[config.mk]
export PLATFORM = sky130hd
export DESIGN_NAME = decode_stage
export DESIGN_NICKNAME = d
export VERILOG_FILES = /design/src/rtl/decode_stage.sv
export SDC_FILE = /design/constraint.sdc
export NUM_CORES = 1
export LEC_CHECK = 0
export CORE_ASPECT_RATIO = 1.75
export CORE_UTILIZATION = 49
export DETAILED_ROUTE_END_ITERATION = 8
export GPL_TIMING_DRIVEN = 1
export PLACE_DENSITY = 0.9
export SLEW_MARGIN = 15
export SYNTH_ARGS = -nofsm -noshare
export SYNTH_HDL_FRONTEND = slang
export SYNTH_SLANG_ARGS = --single-unit
[constraint.sdc]
create_clock -name clk -period 6.8 [get_ports clk]
set_input_delay 1.36 -clock clk [delete_from_list [all_inputs] [get_ports clk]]
set_output_delay 1.36 -clock clk [all_outputs]
set_load 0.005 [all_outputs]
[src/rtl/decode_stage.sv]
// decode_stage: MIPS-style decode slot with branch/jump resolution,
// delay-slot tracking and load-use hazard detection.
// Ports:
//   clk, resetn (sync, active-low), de_en, stall, flush
//   fe_pc, inst_sram_rdata      : fetch-side PC and instruction
//   rs_value, rt_value          : forwarded register operands
//   ex_is_load, ex_dest         : execute-stage load info
//   rs_addr, rt_addr            : register-file read addresses
//   de_valid, de_pc, de_inst    : decode slot state
//   de_in_delay_slot            : slot holds a delay-slot instruction
//   de_br_taken, de_stall_req   : branch taken / load-use hazard
//   nextpc                      : next fetch PC
module decode_stage #(
  parameter logic [31:0] RESET_PC = 32'hbfc00000
) (
  input  logic        clk,
  input  logic        resetn,
  input  logic        de_en,
  input  logic        stall,
  input  logic        flush,
  input  logic [31:0] fe_pc,
  input  logic [31:0] inst_sram_rdata,
  input  logic [31:0] rs_value,
  input  logic [31:0] rt_value,
  input  logic        ex_is_load,
  input  logic [4:0]  ex_dest,
  output logic [4:0]  rs_addr,
  output logic [4:0]  rt_addr,
  output logic        de_valid,
  output logic [31:0] de_pc,
  output logic [31:0] de_inst,
  output logic        de_in_delay_slot,
  output logic        de_br_taken,
  output logic        de_stall_req,
  output logic [31:0] nextpc
);

  logic [5:0]  op;
  logic [5:0]  funct;
  logic        is_beq, is_bne, is_blez, is_bgtz;
  logic        is_bltz, is_bgez, is_j, is_jal;
  logic        is_jr, is_jalr;
  logic        is_br, is_jmp, is_jreg;
  logic        is_ctl;
  logic        cond;
  logic [31:0] pc4;
  logic [31:0] br_off;
  logic [31:0] target;
  logic        adv;
  logic signed [31:0] rs_s;

  assign op      = de_inst[31:26];
  assign funct   = de_inst[5:0];
  assign rs_addr = de_inst[25:21];
  assign rt_addr = de_inst[20:16];
  assign rs_s    = rs_value;

  assign is_beq  = (op == 6'b000100);
  assign is_bne  = (op == 6'b000101);
  assign is_blez = (op == 6'b000110);
  assign is_bgtz = (op == 6'b000111);
  assign is_bltz = (op == 6'b000001) &&
                   (rt_addr == 5'b00000);
  assign is_bgez = (op == 6'b000001) &&
                   (rt_addr == 5'b00001);
  assign is_j    = (op == 6'b000010);
  assign is_jal  = (op == 6'b000011);
  assign is_jr   = (op == 6'b000000) &&
                   (funct == 6'b001000);
  assign is_jalr = (op == 6'b000000) &&
                   (funct == 6'b001001);

  assign is_br   = is_beq | is_bne | is_blez |
                   is_bgtz | is_bltz | is_bgez;
  assign is_jmp  = is_j | is_jal;
  assign is_jreg = is_jr | is_jalr;

  // Marks the next captured instruction as a delay slot,
  // independent of whether the transfer is taken.
  assign is_ctl = de_valid & (is_br | is_jmp | is_jreg);

  assign pc4    = de_pc + 32'd4;
  assign br_off = {{14{de_inst[15]}}, de_inst[15:0], 2'b00};

  always_comb begin
    cond   = 1'b0;
    target = pc4 + br_off;
    unique case (1'b1)
      is_beq:  cond = (rs_value == rt_value);
      is_bne:  cond = (rs_value != rt_value);
      is_blez: cond = (rs_s <= 32'sd0);
      is_bgtz: cond = (rs_s > 32'sd0);
      is_bltz: cond = (rs_s < 32'sd0);
      is_bgez: cond = (rs_s >= 32'sd0);
      is_jmp: begin
        cond   = 1'b1;
        target = {pc4[31:28], de_inst[25:0], 2'b00};
      end
      is_jreg: begin
        cond   = 1'b1;
        target = rs_value;
      end
      default: cond = 1'b0;
    endcase
  end

  assign de_stall_req = resetn & de_valid & ex_is_load &
                        (ex_dest != 5'd0) &
                        ((ex_dest == rs_addr) |
                         (ex_dest == rt_addr));

  assign de_br_taken = resetn & de_valid & ~de_stall_req &
                       ~flush & cond;

  assign nextpc = de_br_taken ? target : fe_pc + 32'd4;

  assign adv = de_en & ~stall & ~de_stall_req;

  always_ff @(posedge clk) begin
    if (!resetn) begin
      de_valid         <= 1'b0;
      de_pc            <= RESET_PC;
      de_inst          <= 32'd0;
      de_in_delay_slot <= 1'b0;
    end else if (flush) begin
      de_valid         <= 1'b0;
      de_inst          <= 32'd0;
      de_in_delay_slot <= 1'b0;
    end else if (adv) begin
      de_valid         <= 1'b1;
      de_pc            <= fe_pc;
      de_inst          <= inst_sram_rdata;
      de_in_delay_slot <= is_ctl;
    end
  end

endmodule

==> Word level (Yosys, flattened, before mapping) <==
Cells that the tools add are included.
{ "word_totals": {"reg_bits": 66, "input_bits": 139, "wordCells": 62} }
{ "classes": {"n_addsub": 3, "order_cmp": 4, "eq_ne": 14, "mux": 3, "n_bitwise": 24, "reduce_logical": 10} }
{ "op_table": {"columns": ["cell", "n"], "rows": [
  ["$add 32x3->32 const B", 2],
  ["$pmux 32 s2", 1],
  ["$add 32x32->32", 1],
  ["$eq 32x32->1", 1],
  ["$ge 32x1->1 const B", 1],
  ["$gt 32x1->1 const B", 1],
  ["$le 32x1->1 const B", 1],
  ["$lt 32x1->1 const B", 1],
  ["$mux 32", 1],
  ["$ne 32x32->1", 1],
  ["$eq 6x3->1 const B", 4],
  ["$eq 6x2->1 const B", 2],
  ["$eq 6x4->1 const B", 2],
  ["$and 1x1->1", 10],
  ["$eq 5x5->1", 2],
  ["$or 1x1->1", 10],
  ["$pmux 1 s7", 1],
  ["$eq 6x1->1 const B", 1],
  ["$logic_not 6->1", 1],
  ["$eq 5x1->1 const B", 1],
  ["$logic_not 5->1", 1],
  ["$reduce_bool 5->1", 1],
  ["$logic_and 1x1->1", 4],
  ["$not 1->1", 4],
  ["2 further kinds", 3]
]} }

==> Logic depth before layout (Yosys ltp) <==
Gate-level depths: netlist of run 1.
{ "depth": {"depth_word": 9, "ltp_mapped": 18, "ltp_nobuf": 17} }

==> Least setup slack after synthesis of run 1 <==
OpenSTA, ideal clock, no wires.
{ "synth_path": {"path_kind": "register to output", "start": "register de_pc[4]", "end": "output port nextpc[28]", "arrival_ns": 3.586, "required_time_ns": 5.440, "slack_ns": 1.854, "stages_incl_launch_ff": 19, "path_buffers": 1, "path_cell_list": "dfxtp_1 > and4_1 > buf_2 > and3_1 > nor2b_1 > nand2_1 > inv_1 > nand3_1 > xnor2_1 > ha_1 > a21o_1 > a21o_1 > a21o_1 > a21o_1 > a221oi_4 > mux2_2 > o22ai_1 > nand3b_1 > mux2_2"} }
{ "synth_via": {"elab_chain_len": 4} }
{ "synth_rtl": {"columns": ["element", "line", "source"], "rows": [
  ["start, declared", "30", "output logic [31:0] de_pc,"],
  ["start signal, assigned", "131", "de_pc <= fe_pc;"],
  ["$add 32x3->32 *", "82", "assign pc4 = de_pc + 32'd4;"],
  ["$add 32x32->32", "87", "target = pc4 + br_off;"],
  ["$pmux 32 s2 *", "88", "unique case (1'b1)"],
  ["$mux 32 *", "115", "assign nextpc = de_br_taken ? target : fe_pc + 32'd4;"],
  ["end, declared", "35", "output logic [31:0] nextpc"]
]} }
Mark *: on every way between the ends. The rest lies on a longest branch, timed or not.

==> Worst setup path in the final report of run 1 <==
{ "layout_path": {"start": "register de_pc[4]", "end": "output port nextpc[29]"} }
Same word-level chain as after synthesis.

==> results of run 1 <==
[logic make-up after synthesis]
| group | after synthesis | share of synthesized area, % |
|---|---|---|
| buffers and inverters | 68 | 5.031 |
| flip-flops | 66 | 19.90 |
| AO/OA/AOI/OAI | 198 | 20.24 |
| XOR/XNOR | 121 | 15.96 |
| AND/OR/NAND/NOR | 359 | 25.83 |
| multiplexers | 39 | 5.954 |
| adder cells (fa/ha/maj) | 37 | 7.085 |
[synth_stat cells (3+ instances only)]
cell type	n	area share [%]
sky130_fd_sc_hd__a211oi_1	6	0.68
sky130_fd_sc_hd__a21boi_0	21	2.4
sky130_fd_sc_hd__a21o_1	14	1.6
sky130_fd_sc_hd__a21oi_1	57	4.3
sky130_fd_sc_hd__a221o_1	7	1.1
sky130_fd_sc_hd__a221oi_1	3	0.40
sky130_fd_sc_hd__a22o_1	6	0.79
sky130_fd_sc_hd__a22oi_1	16	1.8
sky130_fd_sc_hd__a31o_2	4	0.53
sky130_fd_sc_hd__a31oi_1	5	0.47
sky130_fd_sc_hd__and2_1	4	0.38
sky130_fd_sc_hd__and3_1	13	1.2
sky130_fd_sc_hd__and4_1	5	0.66
sky130_fd_sc_hd__buf_2	12	0.90
sky130_fd_sc_hd__buf_4	13	1.5
sky130_fd_sc_hd__clkbuf_1	28	1.6
sky130_fd_sc_hd__dfxtp_1	66	20
sky130_fd_sc_hd__ha_1	36	6.8
sky130_fd_sc_hd__inv_1	11	0.62
sky130_fd_sc_hd__mux2_2	4	0.68
sky130_fd_sc_hd__mux2i_1	35	5.3
sky130_fd_sc_hd__nand2_1	116	6.6
sky130_fd_sc_hd__nand2b_1	3	0.28
sky130_fd_sc_hd__nand3_1	40	3.0
sky130_fd_sc_hd__nand4_1	27	2.5
sky130_fd_sc_hd__nor2_1	91	5.1
sky130_fd_sc_hd__nor2b_1	8	0.75
sky130_fd_sc_hd__nor3_1	10	0.75
sky130_fd_sc_hd__nor3b_1	4	0.45
sky130_fd_sc_hd__nor4_1	19	1.8
sky130_fd_sc_hd__o2111ai_1	3	0.40
sky130_fd_sc_hd__o21a_1	3	0.34
sky130_fd_sc_hd__o21ai_0	28	2.1
sky130_fd_sc_hd__o21bai_1	4	0.45
sky130_fd_sc_hd__o31ai_1	3	0.34
sky130_fd_sc_hd__or3_1	4	0.38
sky130_fd_sc_hd__xnor2_1	50	6.6
sky130_fd_sc_hd__xor2_1	71	9.4
[cell type report]
cell class	count	share of cell area [%]
timing repair buffer	257	26.86
clock buffer	9	2.372
inverter	11	0.4350
tap	171	2.254
clock inverter	7	1.489
multi-input combinational	754	52.67
sequential	66	13.92
[layer usage]
layer / wire length [µm] / share of wire [%] / track usage, % / up-vias
li1: - / - / - / 3593
met3: 1484 / 5.4 / 4.825 / 143
met4: 2506 / 9.0 / 33.10 / 0
met1: 9540 / 34 / 40.05 / 3638
met5: 0 / 0 / 0 / -
met2: 14190 / 51 / 69.34 / 429
[critical path, delay by kind of cell (launching register included)]
family | cells | cell delay [ns]
buffers and inverters | 2 | 0.67
AOI/OAI and AO/OA | 5 | 1.55
DFF | 1 | 0.44
adders and majority gates | 1 | 0.42
and+or+nand+nor | 7 | 1.40
xor gates and xnor gates | 1 | 0.17
[through the flow]
step	setup slack (ns)	hold slack (ns)	std cells	cell area (µm²)	utilization, %
4_1_cts	0.4829	0.5151	1275	9493	72.60
2_1_floorplan	1.854	0.4725	888	6640	-
3_3_place_gp	0.8500	0.4785	1259	9126	69.80
5_1_grt	0.07682	0.5556	1275	9493	72.60
3_5_place_dp	0.8379	0.5008	1259	9126	69.80
6_report	0.4507	0.5141	1275	9493	72.60
[path summary, 6_finish.rpt]
| path | start | cells after the start | to |
|---|---|---|---|
| worst min register to register | de_in_delay_slot$_SDFFE_PP0P_ | 2 | de_in_delay_slot$_SDFFE_PP0P_ |
| worst max-delay path | de_pc[4]$_SDFFE_PN0P_ | 16 | nextpc[29] |
| worst max register to register | de_inst[19]$_SDFFE_PP0P_ | 10 | de_pc[30]$_SDFFE_PN0P_ |
| worst min-delay path | de_in_delay_slot$_SDFFE_PP0P_ | 2 | de_in_delay_slot$_SDFFE_PP0P_ |
[power by group through the flow]
stage	Clock (µW)	Combinational [µW]	Sequential [µW]
5_1_grt	602	363	421
2_1_floorplan	0	145	422
6_report	590	341	420
3_5_place_dp	0	332	428
4_1_cts	589	336	420
3_3_place_gp	0	330	427
[state kept, by name, indices dropped and copies added (netlist names)]
name / flops
de_in_delay_slot: 1
de_valid: 1
de_inst: 32
de_pc: 32
[cells in the final DEF, fill, tap and decap left out, types with 5 or more instances in the layout]
cell,n
sky130_fd_sc_hd__nor3_1,10
sky130_fd_sc_hd__nand2_1,116
sky130_fd_sc_hd__a22o_1,6
sky130_fd_sc_hd__nor2_1,90
sky130_fd_sc_hd__ha_1,36
sky130_fd_sc_hd__buf_4,9
sky130_fd_sc_hd__clkbuf_16,9
sky130_fd_sc_hd__nor4_1,19
sky130_fd_sc_hd__a221o_1,7
sky130_fd_sc_hd__xor2_1,71
sky130_fd_sc_hd__and4_1,5
sky130_fd_sc_hd__a31oi_1,5
sky130_fd_sc_hd__nand3_1,40
sky130_fd_sc_hd__inv_1,11
sky130_fd_sc_hd__o21ai_0,28
sky130_fd_sc_hd__a21boi_0,21
sky130_fd_sc_hd__dfxtp_1,66
sky130_fd_sc_hd__nand4_1,27
sky130_fd_sc_hd__a22oi_1,16
sky130_fd_sc_hd__mux2i_1,35
sky130_fd_sc_hd__and3_1,13
sky130_fd_sc_hd__nor2b_1,8
sky130_fd_sc_hd__a21oi_1,57
sky130_fd_sc_hd__xnor2_1,50
sky130_fd_sc_hd__a211oi_1,6
sky130_fd_sc_hd__clkdlybuf4s50_1,248
sky130_fd_sc_hd__a21o_1,14
==> impl_metrics.tcl, run 1 <==
set metrics [dict create \
    status "finished, final reports clean" \
    die_y_um 156.0 \
    power.density_cell_area_nw_per_um2 142.3 \
    detailedPlacementHpwl_um 21230 \
    yosys.cell_types.count 64 \
    timing.max_cap.violations 0 \
    internal_power_uw 977.6 \
    total_leakage_power_uw 0.003683 \
    largest_net_degree_at_the_start_of_global_routing 48 \
    share_of_cells_above_drive_strength_1_pct 3.986 \
    crit_path_max_fanout 9 \
    nNetsFinal 1275 \
    max_stage_delay_ns 0.52 \
    criticalPathCategory "register to primary output" \
    worst_hold_path_class "register to register" \
    dr_total_vias 7803 \
    synthesis.area_per_instance_um2 7.478 \
    clk_latency_ns 0.34 \
    clockBufferDepth 2 \
    syn_inst 888 \
    hold_buffers 0 \
    multi_input_area_um2 5000 \
    vdd_drop_max_v 0.0001157 \
    timing.critical_path.required_ns 5.44 \
    number_of_rows_created_at_floorplan 55 \
    die_w_um 90.00 \
    rrSetupSlack_ns 4.08 \
    io_buffers 248 \
    cts.sinks 66 \
    post_cts.resized_instances 0 \
    skew_ns 0.006260 \
    global_routing_usage_summed_across_all_routing_layers_pct 38.77 \
    power_switching_uw 373.6 \
    timing.final.setup_violations 0 \
    global_placement_routability_congestion 0.9793 \
    flip_flop_and_latch_count_after_synthesis 66 \
    detailed_routing_iterations_pass_1 6 \
    area_growth_syn_to_layout_pct 42.96 \
    synth-edff-count 0 \
    maxSlewViolCount 0 \
    postRouteWirelength_um 27720 \
    grt_first_pass_wirelength_um 41920 \
    wire_per_inst_um 21.74 \
    netSwitchingFraction_pct 27.65 \
    unrepaired_setup_endpoints_after_global_routing "false" \
    synth_seq_area_share_pct 19.90 \
    clkPwrFrac_pct 43.7 \
    vias_per_cell 6.120 \
    crit_path_top_delay_cell "sky130_fd_sc_hd__a2111oi_0" \
    fin_crit_ns 6.349 \
    synth_top_flop_cell "sky130_fd_sc_hd__dfxtp_1" \
    post_synthesis_cell_area_um2 6640 \
    yosys_warnings 0 \
    global_route.overflow_total 0 \
    postRouteAntennaNets 0 \
    power.total_uw 1351 \
    core_area_um2 13080 \
    arrival_ns 4.99 \
    fmaxAchievable_ghz 0.1575 \
    n_antenna_cell 0 \
    clkSlewWorstSetupHoldPaths_ns 0.06 \
    die_area_um2 14040 \
    post_cts_buffers 0 \
    antenna_found_initial 0 \
    cts_made_buffers 9 \
    sequential_cell_area_um2 1321 \
    htreeDepth 3 \
    timing.final.crit_share_pct 93.37 \
    combPwrFrac_pct 25.2 \
    cp-end-kind "primary output" \
    cts_tree "yes" \
    drtIter0Drc 457 \
    max_slew_margin_pct 19.62 \
    synthesis.nets 1064 \
    worstSetupStartpointType "register" \
    io-pin-count 249 \
    floorplan.initialDensity_pct 50.78 \
    fin_setup_tns_ns 0 \
    first_global_vias 7779 \
    power_frac_seq_pct 31.1 \
    drc 0 \
    hold_violations 0 \
    worst_pin_slew_ns 1.206 \
    asyncSetResetFlopFracSynth_pct 0 \
    cell_chain_critical_path "and4_1, and3_1, nor2b_1, nand4_1, xnor2_1, ha_1, and2_1, nand3_1, o41ai_2, o21bai_1, o31ai_1, nor2_1, a2111oi_0, buf_4, a31oi_1, clkdlybuf4s50_1" \
    nFillCells 1058 \
    clock_tree.root_cell "sky130_fd_sc_hd__clkbuf_16" \
]
Power figures use the tool's default switching activity.
==> run 2: changes to the inputs <==
--- a/config.mk
+++ b/config.mk
@@ -5,11 +5,13 @@
 export SDC_FILE = /design/constraint.sdc
 export NUM_CORES = 1
 export LEC_CHECK = 0
-export CORE_ASPECT_RATIO = 1.75
-export CORE_UTILIZATION = 49
+export CELL_PAD_IN_SITES_DETAIL_PLACEMENT = 0
+export CELL_PAD_IN_SITES_GLOBAL_PLACEMENT = 2
+export CORE_ASPECT_RATIO = 1.5
+export CORE_UTILIZATION = 26
 export DETAILED_ROUTE_END_ITERATION = 8
 export GPL_TIMING_DRIVEN = 1
-export PLACE_DENSITY = 0.9
+export PLACE_DENSITY = 0.88
 export SLEW_MARGIN = 15
 export SYNTH_ARGS = -nofsm -noshare
 export SYNTH_HDL_FRONTEND = slang
==> run 2 against run 1 <==
  * Final cell count grew 12%
  * Via count fell by 5.8%
  * Largest cell class unchanged
  * Clock skew is 0.0010 ns lower
  * Critical path depth up 2
  * Largest power group unchanged
  * Highest routed layer unchanged
  * Combinational power about the same
==> impl_metrics.tcl, run 2 (synthesized netlist as in run 1, its figures left out) <==
set metrics [dict create \
    status "finished, final reports clean" \
    share_of_cells_above_drive_strength_1_pct 3.626 \
    post_cts.resized_instances 0 \
    area_growth_syn_to_layout_pct 44.55 \
    worstSetupStartpointType "register" \
    wire_per_inst_um 21.73 \
    arrival_ns 5.00 \
    layout_commonest_cell "sky130_fd_sc_hd__clkdlybuf4s50_1" \
    io_buffers 248 \
    die_w_um 132.5 \
    postRouteWirelength_um 31120 \
    cell_chain_critical_path "and4_1, and3_1, nor2b_1, nand2_1, inv_1, nand3_1, xnor2_1, ha_1, a21o_1, a21o_1, a21o_1, a21o_1, a221oi_4, mux2_2, o22ai_1, nand3b_1, mux2_2, clkdlybuf4s50_1" \
    criticalPathCategory "register to primary output" \
    min_to "de_pc[0]$_SDFFE_PN0P_" \
    hold_buffers 0 \
    layout.core_utilization_pct 38.31 \
    total_leakage_power_uw 0.003643 \
    crit_path_max_fanout 9 \
    power_frac_seq_pct 34.9 \
    global_routing_usage_summed_across_all_routing_layers_pct 23.56 \
    antenna_found_initial 1 \
    fin_setup_tns_ns 0 \
    grt_first_pass_wirelength_um 45400 \
    layout.cells.most_common_list "sky130_fd_sc_hd__clkdlybuf4s50_1, sky130_fd_sc_hd__nand2_1, sky130_fd_sc_hd__nor2_1" \
    hold_violations 0 \
    detailed_routing_iterations_pass_1 5 \
    maxSlewViolCount 0 \
    htreeDepth 3 \
    cts_made_buffers 9 \
    clock_tree.root_cell "sky130_fd_sc_hd__clkbuf_16" \
    dpl.cell_count 1418 \
    core_area_um2 25050 \
    reg.largest.list "de_inst: 32 flops, de_pc: 32 flops" \
    netSwitchingFraction_pct 29.96 \
    drtIter0Drc 520 \
    nNetsFinal 1277 \
    worst_hold_path_class "register to register" \
    timing.critical_path.required_ns 5.44 \
    power.density_cell_area_nw_per_um2 125.5 \
    critical_path_cell_count 18 \
    detailedPlacementHpwl_um 25120 \
    rrSetupSlack_ns 3.91 \
    hold-worst-slack_ns 0.5000 \
    post_cts_buffers 0 \
    clkPwrFrac_pct 36.5 \
    die_y_um 197.7 \
    die_area_um2 26200 \
    dr_total_vias 7349 \
    clockBufferDepth 2 \
    timing.max_cap.violations 0 \
    global_placement_routability_congestion 0.8942 \
    max_stage_delay_ns 0.49 \
    crit_path_top_delay_cell "sky130_fd_sc_hd__clkdlybuf4s50_1" \
    regToRegStartpoint "de_inst[20]$_SDFFE_PP0P_" \
    vdd_drop_max_v 0.0001083 \
    largest_net_degree_at_the_start_of_global_routing 36 \
    cts.sinks 66 \
    number_of_rows_created_at_floorplan 71 \
    vias_per_cell 5.132 \
    clkSlewWorstSetupHoldPaths_ns 0.05 \
    cts_tree "yes" \
    global_route.overflow_total 0 \
    io-pin-count 249 \
    clk_latency_ns 0.35 \
    buf_inv_stages_crit_path 2 \
    timing.final.crit_share_pct 93.56 \
    skew_ns 0.005251 \
    path_common_cell "sky130_fd_sc_hd__a21o_1" \
    fmaxAchievable_ghz 0.1572 \
    worst_pin_slew_ns 1.153 \
    max_slew_margin_pct 23.12 \
    fin_crit_ns 6.362 \
    hp-start "de_pc[0]$_SDFFE_PN0P_" \
    timing.critical_path.max_delay_family "simple AND/OR/NAND/NOR gates" \
    rr_worst_depth 8 \
    power_switching_uw 360.8 \
    nFillCells 2665 \
    whs_path_depth 2 \
    floorplan.initialDensity_pct 26.51 \
    drc 0 \
    internal_power_uw 843.5 \
    cp-end-kind "primary output" \
    postRouteAntennaNets 0 \
    critical_path.reg2reg.endpoint "de_pc[3]$_SDFFE_PN0P_" \
    unrepaired_setup_endpoints_after_global_routing "false" \
    combPwrFrac_pct 28.6 \
    timing.final.setup_violations 0 \
    layout.cells.non_filler 1432 \
    first_global_vias 7356 \
]
==> run 2: cell count changes in the layout (fill, tap and decap cells not counted) <==
cell	before	now
sky130_fd_sc_hd__clkinv_2	1	0
sky130_fd_sc_hd__buf_4	9	11
sky130_fd_sc_hd__diode_2	0	1
sky130_fd_sc_hd__nor2_1	90	91
sky130_fd_sc_hd__clkinv_4	1	0
sky130_fd_sc_hd__clkbuf_8	0	2
sky130_fd_sc_hd__bufinv_16	4	0
sky130_fd_sc_hd__clkbuf_1	0	2
sky130_fd_sc_hd__nor2_2	1	0
sky130_fd_sc_hd__clkinvlp_4	1	0
==> run 2: area by class of cell <==
cell class              instances  area (µm²)  share of cell area [%]
diodes                          1       2.502                 0.02607
clock buffers                  13       260.3                   2.712
inverters                      11       41.29                  0.4302
multi-input cells             754        4997                   52.07
flip-flops and latches         66        1321                   13.77
well taps                     328       410.4                   4.276
repair buffers                259        2565                   26.72
==> run 2: worst max-delay path by stage <==
stage / start / to
5_1_grt: de_pc[4]$_SDFFE_PN0P_ / nextpc[29]
4_1_cts: de_pc[4]$_SDFFE_PN0P_ / nextpc[28]
3_5_place_dp: rs_value[8] / nextpc[31]
3_3_place_gp: rs_value[8] / nextpc[31]
6_report: de_pc[5]$_SDFFE_PN0P_ / nextpc[28]
2_1_floorplan: de_pc[4]$_SDFFE_PN0P_ / nextpc[28]
==> run 2: power by group through the flow <==
stage | registers (µW) | clock network [µW] | logic [µW]
final | 421 | 440 | 344
after global routing | 422 | 464 | 369
after CTS | 421 | 451 | 345
after detailed placement | 429 | 0 | 343
after floorplan | 422 | 0 | 145
after global placement | 429 | 0 | 343
==> run 2: tightest hold or removal path, stage by stage, from the launching register on <==
cell                       delay [ns]
sky130_fd_sc_hd__dfxtp_1         0.33
sky130_fd_sc_hd__nand2_1         0.06
sky130_fd_sc_hd__a21boi_0        0.06
==> run 2: stage by stage <==
stage,power [µW],worst slack [ns],instance area (µm²)
5_1_grt,1256,0.09829,9598
3_3_place_gp,771.7,0.7240,9335
4_1_cts,1217,0.4695,9595
2_1_floorplan,566.3,1.854,6640
3_5_place_dp,771.9,0.6946,9335
6_report,1204,0.4382,9598
==> run 2: routing by layer <==
layer / vias up / GRT usage (%) / wire, µm
met4: 0 / 13.79 / 1530
met1: 3439 / 24.74 / 11570
met3: 59 / 3.379 / 1316
li1: 3605 / - / -
met5: - / 0 / 0
met2: 246 / 44.33 / 16700
==> run 3: changes to the inputs <==
--- a/config.mk
+++ b/config.mk
@@ -5,6 +5,7 @@
 export SDC_FILE = /design/constraint.sdc
 export NUM_CORES = 1
 export LEC_CHECK = 0
+export ABC_CLOCK_PERIOD_IN_PS = 6800
 export CELL_PAD_IN_SITES_DETAIL_PLACEMENT = 0
 export CELL_PAD_IN_SITES_GLOBAL_PLACEMENT = 2
 export CORE_ASPECT_RATIO = 1.5
==> results of run 3 <==
The final DEF is identical to that of run 2; final timing and power are the same.
